## config.mk

```make
export PLATFORM = sky130hd
export DESIGN_NAME = seg7_scan_decoder
export DESIGN_NICKNAME = d
export VERILOG_FILES = /design/src/rtl/seg7_pkg.sv /design/src/rtl/seg_stable_filter.sv /design/src/rtl/seg7_scan_decoder.sv
export SDC_FILE = /design/constraint.sdc
export NUM_CORES = 1
export LEC_CHECK = 0
export ABC_AREA = 1
export BUFFER_PORTS_ARGS = -buffer_cell sky130_fd_sc_hd__buf_2
export CAP_MARGIN = 0
export CORE_ASPECT_RATIO = 2
export CORE_MARGIN = 2
export CORE_UTILIZATION = 55
export CTS_BUF_LIST = sky130_fd_sc_hd__clkbuf_4
export DETAILED_ROUTE_END_ITERATION = 7
export PLACE_DENSITY = 0.88
export SETUP_SLACK_MARGIN = 0.05
export SLEW_MARGIN = 10
export SYNTH_ARGS = -nofsm -noshare
export SYNTH_HDL_FRONTEND = slang
export SYNTH_SLANG_ARGS = --single-unit
```

## constraint.sdc

```tcl
create_clock -name clk -period 6.6 [get_ports clk]
set_clock_uncertainty 0.2 [all_clocks]
set_input_delay 1.65 -clock clk [delete_from_list [all_inputs] [get_ports clk]]
set_output_delay 1.65 -clock clk [all_outputs]
set_load 0.02 [all_outputs]
```

## src/rtl/seg7_pkg.sv

```systemverilog
// Shared 7-segment definitions: active-low code table and its inverse lookup.
package seg7_pkg;

  localparam int NUM_DIGITS = 8;

  // Active-low g..a codes with dp off; must stay identical to the scan driver LUT.
  localparam logic [7:0] SEG_CODE [16] = '{
    8'hC0, 8'hF9, 8'hA4, 8'hB0, 8'h99, 8'h92, 8'h82, 8'hF8,
    8'h80, 8'h90, 8'h88, 8'h83, 8'hC6, 8'hA1, 8'h86, 8'h8E
  };

  function automatic logic [4:0] seg_to_nibble(input logic [7:0] seg);
    logic [4:0] res;
    res = '0;
    for (int n = 0; n < 16; n++) begin
      if (seg == SEG_CODE[n]) res = {1'b1, 4'(n)};
    end
    return res;
  endfunction

endpackage

```

## src/rtl/seg_stable_filter.sv

```systemverilog
// Two-flop input synchronizer plus stability filter issuing one registered
// capture strobe per window in which the pattern held long enough.
module seg_stable_filter #(
  parameter int               WIDTH         = 16,
  parameter int               STABLE_CYCLES = 16,
  parameter logic [WIDTH-1:0] RESET_VAL     = '0
) (
  input  logic             clk,
  input  logic             reset_n,
  input  logic [WIDTH-1:0] din,
  output logic             strobe,
  output logic [WIDTH-1:0] dout
);

  localparam int             CW      = $clog2(STABLE_CYCLES + 1);
  localparam logic [CW-1:0]  CNT_MAX = CW'(STABLE_CYCLES);
  localparam logic [CW-1:0]  CNT_HIT = CW'(STABLE_CYCLES - 1);

  logic [WIDTH-1:0] sync1;
  logic [WIDTH-1:0] s;
  logic [WIDTH-1:0] prev;
  logic [CW-1:0]    cnt;

  always_ff @(posedge clk or negedge reset_n) begin
    if (!reset_n) begin
      sync1  <= RESET_VAL;
      s      <= RESET_VAL;
      prev   <= RESET_VAL;
      cnt    <= '0;
      strobe <= 1'b0;
      dout   <= RESET_VAL;
    end else begin
      sync1 <= din;
      s     <= sync1;
      prev  <= s;
      if (s != prev) begin
        cnt <= '0;
      end else if (cnt != CNT_MAX) begin
        cnt <= cnt + 1'b1;
      end
      // Saturation at CNT_MAX guarantees the hit value is passed only once per window.
      strobe <= (s == prev) && (cnt == CNT_HIT);
      if ((s == prev) && (cnt == CNT_HIT)) dout <= s;
    end
  end

endmodule

```

## src/rtl/seg7_scan_decoder.sv

```systemverilog
// Reconstructs the 32-bit value shown on a scanned 8-digit 7-segment display,
// with per-digit valid flags, frame completion pulse and sticky error flags.
module seg7_scan_decoder #(
  parameter int STABLE_CYCLES = 16
) (
  input  logic        clk,
  input  logic        reset_n,
  input  logic [7:0]  sel_in,
  input  logic [7:0]  seg_in,
  input  logic        clr_err,
  output logic [31:0] disp_data,
  output logic [7:0]  digit_valid,
  output logic        frame_done,
  output logic        seg_err,
  output logic        sel_err,
  output logic [2:0]  err_digit
);

  import seg7_pkg::*;

  logic                  strobe;
  logic [15:0]           cap;
  logic [7:0]            cap_sel;
  logic [7:0]            cap_seg;
  logic [2:0]            idx;
  logic [4:0]            lut;
  logic                  onehot;
  logic                  good;
  logic                  bad_seg;
  logic                  bad_sel;
  logic [NUM_DIGITS-1:0] seen;

  seg_stable_filter #(
    .WIDTH         (16),
    .STABLE_CYCLES (STABLE_CYCLES),
    .RESET_VAL     ({8'h00, 8'hFF})
  ) u_filter (
    .clk     (clk),
    .reset_n (reset_n),
    .din     ({sel_in, seg_in}),
    .strobe  (strobe),
    .dout    (cap)
  );

  assign cap_sel = cap[15:8];
  assign cap_seg = cap[7:0];

  always_comb begin
    idx = '0;
    for (int i = 0; i < NUM_DIGITS; i++) begin
      if (cap_sel[i]) idx = 3'(i);
    end
    onehot  = $onehot(cap_sel);
    lut     = seg_to_nibble(cap_seg);
    good    = strobe && onehot && lut[4];
    bad_seg = strobe && onehot && !lut[4];
    bad_sel = strobe && (cap_sel != '0) && !onehot;
  end

  always_ff @(posedge clk or negedge reset_n) begin
    if (!reset_n) begin
      disp_data   <= '0;
      digit_valid <= '0;
      frame_done  <= 1'b0;
      seg_err     <= 1'b0;
      sel_err     <= 1'b0;
      err_digit   <= '0;
      seen        <= '0;
    end else begin
      // A completed mask is reported and cleared one cycle after the completing capture.
      frame_done <= (seen == '1);
      if (good) begin
        disp_data[{idx, 2'b00} +: 4] <= lut[3:0];
        digit_valid[idx]             <= 1'b1;
        seen <= ((seen == '1) ? '0 : seen) | (NUM_DIGITS'(1) << idx);
      end else if (seen == '1) begin
        seen <= '0;
      end

      if (bad_seg) begin
        seg_err   <= 1'b1;
        err_digit <= idx;
      end else if (clr_err) begin
        seg_err   <= 1'b0;
        err_digit <= '0;
      end

      if (bad_sel) begin
        sel_err <= 1'b1;
      end else if (clr_err) begin
        sel_err <= 1'b0;
      end
    end
  end

endmodule

```

[After elaboration in Yosys (flattened, before gate mapping)]
Cells that the tools add are included.
Cells by class
  $add $sub $neg: 9
  $lt $le $gt $ge: 2
  equality and inequality tests: 22
  shifts and indexed selects: 3
  mux-type cells: 35
  bitwise logic cells: 2
  reduce and logical (&&, ||, !) cells: 13
Operator list (count)
  equality test 8 bit, second input constant: 17
  two-way mux 5 bit: 18
  bitwise mux 32 bit: 1
  variable shift 4 x 7 -> 32 bit, first input constant: 1
  variable part select 4 x 7 -> 32 bit: 1
  two-way mux 3 bit: 7
  equality test 16 bit: 1
  two-way mux 8 bit: 2
  != test 16 bit: 1
  OR 8 bit: 2
  adder 1 x 1 -> 2 bit: 4
  nonzero test 8 bit: 1
  << shifter 1 x 3 -> 8 bit, first input constant: 1
  logical AND 1 bit: 7
  negator 5 -> 7 bit: 1
  adder 2 x 2 -> 3 bit: 2
  nonzero test 2 bit: 3
  adder 5 x 1 -> 5 bit, second input constant: 1
  equality test 5 x 4 -> 1 bit, second input constant: 1
  two-way mux 1 bit: 5
  != test 5 bit, second input constant: 1
  adder 3 x 3 -> 4 bit: 1
  equality test 4 x 1 -> 1 bit, second input constant: 1
  < comparator 3 x 4 -> 1 bit, second input constant: 1
  other kinds (4): 5
Storage, ports and cells
  register bits: 124
  bits of input ports: 19
  output and inout port bits: 46
  word-level logic and storage cells: 99

[Logic depth before layout (Yosys ltp)]
  word-level depth: 20
  gate-level depth with buffers: 17

[Hierarchy]
From an unflattened synthesis, not the netlist that was laid out.
Second synthesis, totals
  cells, all modules: 596
  area total of the unflattened synthesis: 5526.6 um^2
By module, submodules not included
  seg7_scan_decoder: instances 1, cells an instance 366, area each 2995.4 um^2, sequential area each 1351.3 um^2
  seg_stable_filter: instances 1, cells an instance 230, area each 2531.2 um^2, sequential area each 1791.7 um^2

[Least setup slack after synthesis]
No wires, ideal clock.
  path type: reg-to-reg
  start: register u_filter.dout[8]
  end: register disp_data[10]
  library setup time: 0.117 ns
  arrival time: 3.548 ns
  required time: 6.283 ns
  slack: 2.735 ns
  cell stages (with the launch flop): 17
  clock period less this slack: 3.865 ns
  cells stage by stage: dfrtp_1 -> fa_1 -> inv_1 -> fa_1 -> fa_1 -> inv_1 -> ha_1 -> inv_1 -> fa_1 -> nand2_1 -> a21oi_1 -> o21ai_0 -> nor2_4 -> nand2_4 -> or2_1 -> nand2_1 -> nand2_1
On the way
  word-level cells in the longest chain between the ends: 6
RTL lines
  from (decl): line seg_stable_filter.sv:12  | output logic [WIDTH-1:0] dout
  from (signal assigned): line seg_stable_filter.sv:43  | if ((s == prev) && (cnt == CNT_HIT)) dout <= s;
  adder 1 x 1 -> 2 bit (implied by the code): line seg7_scan_decoder.sv:53  | onehot = $onehot(cap_sel);
  adder 2 x 2 -> 3 bit (implied by the code): line seg7_scan_decoder.sv:53
  adder 3 x 3 -> 4 bit (implied by the code): line seg7_scan_decoder.sv:53
  equality test 4 x 1 -> 1 bit: line seg7_scan_decoder.sv:53
  logical AND 1 bit (2 in series): line seg7_scan_decoder.sv:55  | good = strobe && onehot && lut[4];
  to (signal, indexed assignment): line seg7_scan_decoder.sv:73  | disp_data[{idx, 2'b00} +: 4] <= lut[3:0];
  to (decl): line seg7_scan_decoder.sv:11  | output logic [31:0] disp_data,
No other way between the ends.
A chain may end at the register's enable or synchronous reset.

[Final worst setup path]
  start: register u_filter.dout[8]
  end: register disp_data[18]
The elaborated chain is that of the path after synthesis.

==> results by group <==
Worst setup path
  • Crit-path leading delay family: adder cells
  • R2R cell count: 17
  • WP data required: 6.81 ns
  • Crit path largest cell delay: 0.55 ns
  • Crit path DAT: 4.50 ns
  • Critical path class: register to register
  • Worst path cell trace: fa_1 -> inv_1 -> fa_1 -> fa_1 -> inv_1 -> ha_1 -> inv_1 -> fa_1 -> nand2_1 -> a21oi_1 -> o21ai_0 -> nor2_4 -> nand2_4 -> nor2_4 -> inv_1 -> nand2_1 -> nand2_1
  • CP Capture Type: register
  • Critical Path Start Type: register
  • Crit. path cell count: 17
  • CP bufs+invs: 4
  • Crit Path Max Fanout: 12
  • Slowest CP cell: fa_1

GRT
  • Initial antenna violation count: 0
  • Overflow after GRT: 0
  • First-pass GRT wire length: 17.89 mm
  • GRT Total Usage: 22.43%
  • Vias in the first global route: 4004
  • Largest net degree at the start of global routing: 66

Clock tree
  • Total CTS buffers: 17
  • Clock buffer depth: 2
  • CTS Root Cell: clkbuf_4
  • CTS tree: yes
  • H-tree depth: 4
  • CTS Hold Buffers Added: 0
  • Gates resized, CTS repair: 0
  • Worst-path clk slew: 0.11 ns
  • Clock latency on the worst-skew pair: 0.53 ns
  • Setup bufs post-CTS: 0
  • CTS Sinks: 124

Routing
  • Via/cell ratio: 5.354
  • DRC: 0
  • Total wire length: 10.61 mm
  • DR pass1 iterations: 4
  • Drt wl/cell: 14.57 um
  • DR vias: 3898
  • Iteration-0 DRC Markers: 290
  • ANT nets after route: 0

Yosys
  • Cell area after synthesis: 0.005299 sq mm
  • Mapped Nets: 568
  • Synth Instances: 531
  • #FFs+latches synth: 124
  • Yosys warning count: 0
  • Syn avg cell area: 9.979 sq um
  • Largest family of logic cells by synthesized area: simple AND/OR/NAND/NOR gates
  • Synth Area in Simple Gates: 20.73%
  • Post-synthesis mux area share: 0%
  • Sequential element share of the synthesized area: 59.32%
  • Synth Area in XOR/XNOR: 2.810%
  • Adder-cell share of the synthesized area: 4.817%
  • Unique masters post-synth: 36
  • Compound-Gate Fraction of Synth Area: 7.131%

Cells and area
  • Layout fillers: 773
  • Final instance area: 0.006055 sq mm
  • Antenna diodes: 0
  • Fin nets: 648
  • Area grow syn2layout: 14.26%
  • Register Area: 0.003143 sq mm
  • Multi-input logic area: 0.001881 sq mm
  • Layout cells sized above 1: 26.12%

Floorplan
  • Core area: 0.009384 sq mm
  • I/O Pins: 65
  • Initial Utilization: 56.47%
  • Vert. Die Dim: 142.8 um
  • Die area: 0.01048 sq mm
  • Die width: 73.41 um
  • Cell Rows: 50

STA
  • Setup tns final: 0 ns
  • Slew Viols, Final: 0
  • Final period utilization: 64.90%
  • Fmax: 233.5 MHz
  • RSZ-0062 raised after global routing: no
  • Hold Fails Final Rpt: 0
  • Worst-Margin Slew: 0.7651 ns
  • Min Tclk post-route: 4.284 ns
  • Slew headroom: 48.99%
  • Final setup violation count: 0

Placed design
  • Area after DPL: 0.005738 sq mm
  • HPWL Detailed: 7.985 mm
  • PortBufs: 64
  • GP Congestion: 0.8597

Hold path
  • Cells on Worst Hold Path: 0
  • Hold WC Path Type: register to register

Flow run
  • Number of max-cap violations: 0

Power and ir drop
  • Worst VDD drop: 0.0002167 V
  • Pwr Density: 230.1 mW/mm^2
  • P_leak: 3.025 nW

Run status
  • Status: finished clean
[cells by family (layout without fill, tap and decap cells)]
group	Yosys count	count (layout)
AO/OA/AOI/OAI	68	68
XOR/XNOR	17	17
adder cells (fa/ha/maj)	18	18
buffers and inverters	70	163
flip-flops	124	124
AND/OR/NAND/NOR	234	234
[cells in the mapped netlist]
cell type	count	area, sq um
o22ai_1	1	6.260
nand2_1	121	454.2
inv_1	57	214.0
o21ai_1	12	60.06
o21ai_0	37	185.2
nor3b_1	1	7.510
buf_6	1	11.26
nand2_2	6	37.54
ha_1	14	175.2
nor2_2	3	18.77
nor3_1	4	20.02
o2111ai_1	1	8.760
xor2_1	2	17.52
xnor2_1	15	131.4
o21bai_1	6	45.04
inv_4	1	6.260
a21oi_1	8	40.04
nand2_4	2	22.52
inv_2	7	26.28
clkbuf_1	2	7.510
buf_2	2	10.01
nand3b_2	1	11.26
or2_1	1	6.260
nor2_4	5	56.30
nand4_1	12	75.07
a32o_1	1	10.01
o21bai_2	2	22.52
dfrtp_1	92	2302
nand2_8	1	20.02
nor4_1	1	6.260
nor2_1	46	172.7
dfstp_2	32	840.8
nand3_1	24	120.1
fa_1	4	80.08
nand4_2	4	50.05
nand3_2	2	20.02
[metal layers]
layer,GRT usage [%],part of all wire [%],vias up
met3,5.575,3.9,43
met2,40.45,56,123
met1,21.90,35,1868
met4,14.07,4.8,0
met5,0,0,-
li1,-,-,1864
[metrics by stage]
stage / worst slack, ns / total power, mW / hold slack, ns / std cells / utilization, %
2_1_floorplan: 2.735 / 0.8104 / 0.1312 / 531 / -
3_3_place_gp: 2.568 / 0.8313 / 0.1313 / 696 / 61.15
3_5_place_dp: 2.356 / 0.8346 / 0.1347 / 696 / 61.15
4_1_cts: 2.340 / 1.407 / 0.1511 / 728 / 64.52
5_1_grt: 2.106 / 1.441 / 0.1676 / 728 / 64.52
6_report: 2.316 / 1.393 / 0.1477 / 728 / 64.52
[sequential cells by signal, indices dropped and copies added (netlist names), 3 cells and up]
signal          count
u_filter.prev      16
digit_valid         8
err_digit           3
seen                8
u_filter.s         16
disp_data          32
u_filter.sync1     16
u_filter.cnt        5
u_filter.dout      16
[area by class of cell]
cell class,count,area share (%)
clock buffer,19,2.356
multi-input combinational,337,31.06
inverter,65,4.071
clock inverter,13,2.872
sequential,124,51.91
tap,104,2.149
timing repair buffer,66,5.580
[cell usage in the layout (no fill, tap or decap), types with 2 or more instances in the layout]
cell        instances
ha_1               14
buf_4               3
nand3_1            24
o21ai_1            12
nor2_1             46
clkinvlp_4          4
nand4_2             4
a21oi_1             8
nand4_1            12
buf_2              63
o21ai_0            37
nand2_2             6
clkbuf_4           19
xor2_1              2
nand2_1           121
clkinv_2            4
dfstp_2            32
bufinv_16           4
nand3_2             2
xnor2_1            15
nor2_2              3
nor3_1              4
nor2_4              5
dfrtp_1            92
o21bai_1            6
inv_2               7
o21bai_2            2
nand2_4             2
inv_1              57
fa_1                4
[report_power, final]
group	internal (mW)	total, mW	switching [mW]
logic	0.0108	0.0292	0.0184
clock network	0.305	0.574	0.270
registers	0.781	0.790	0.00907
[worst paths after layout]
check / startpoint / end / slack (ns)
setup / recovery: u_filter.dout[8]$_DFFE_PN0P_ / disp_data[18]$_DFFE_PN0P_ / 2.32
hold / removal: u_filter.sync1[8]$_DFF_PN0_ / u_filter.s[8]$_DFF_PN0_ / 0.15
setup reg to reg: u_filter.dout[8]$_DFFE_PN0P_ / disp_data[18]$_DFFE_PN0P_ / 2.32
hold reg to reg: u_filter.sync1[8]$_DFF_PN0_ / u_filter.s[8]$_DFF_PN0_ / 0.15
min in group asynchronous: reset_n / disp_data[1]$_DFFE_PN0P_ / 0.97
max in group asynchronous: reset_n / u_filter.sync1[12]$_DFF_PN0_ / 3.98
Note: power is estimated with default switching activity, not from simulation.
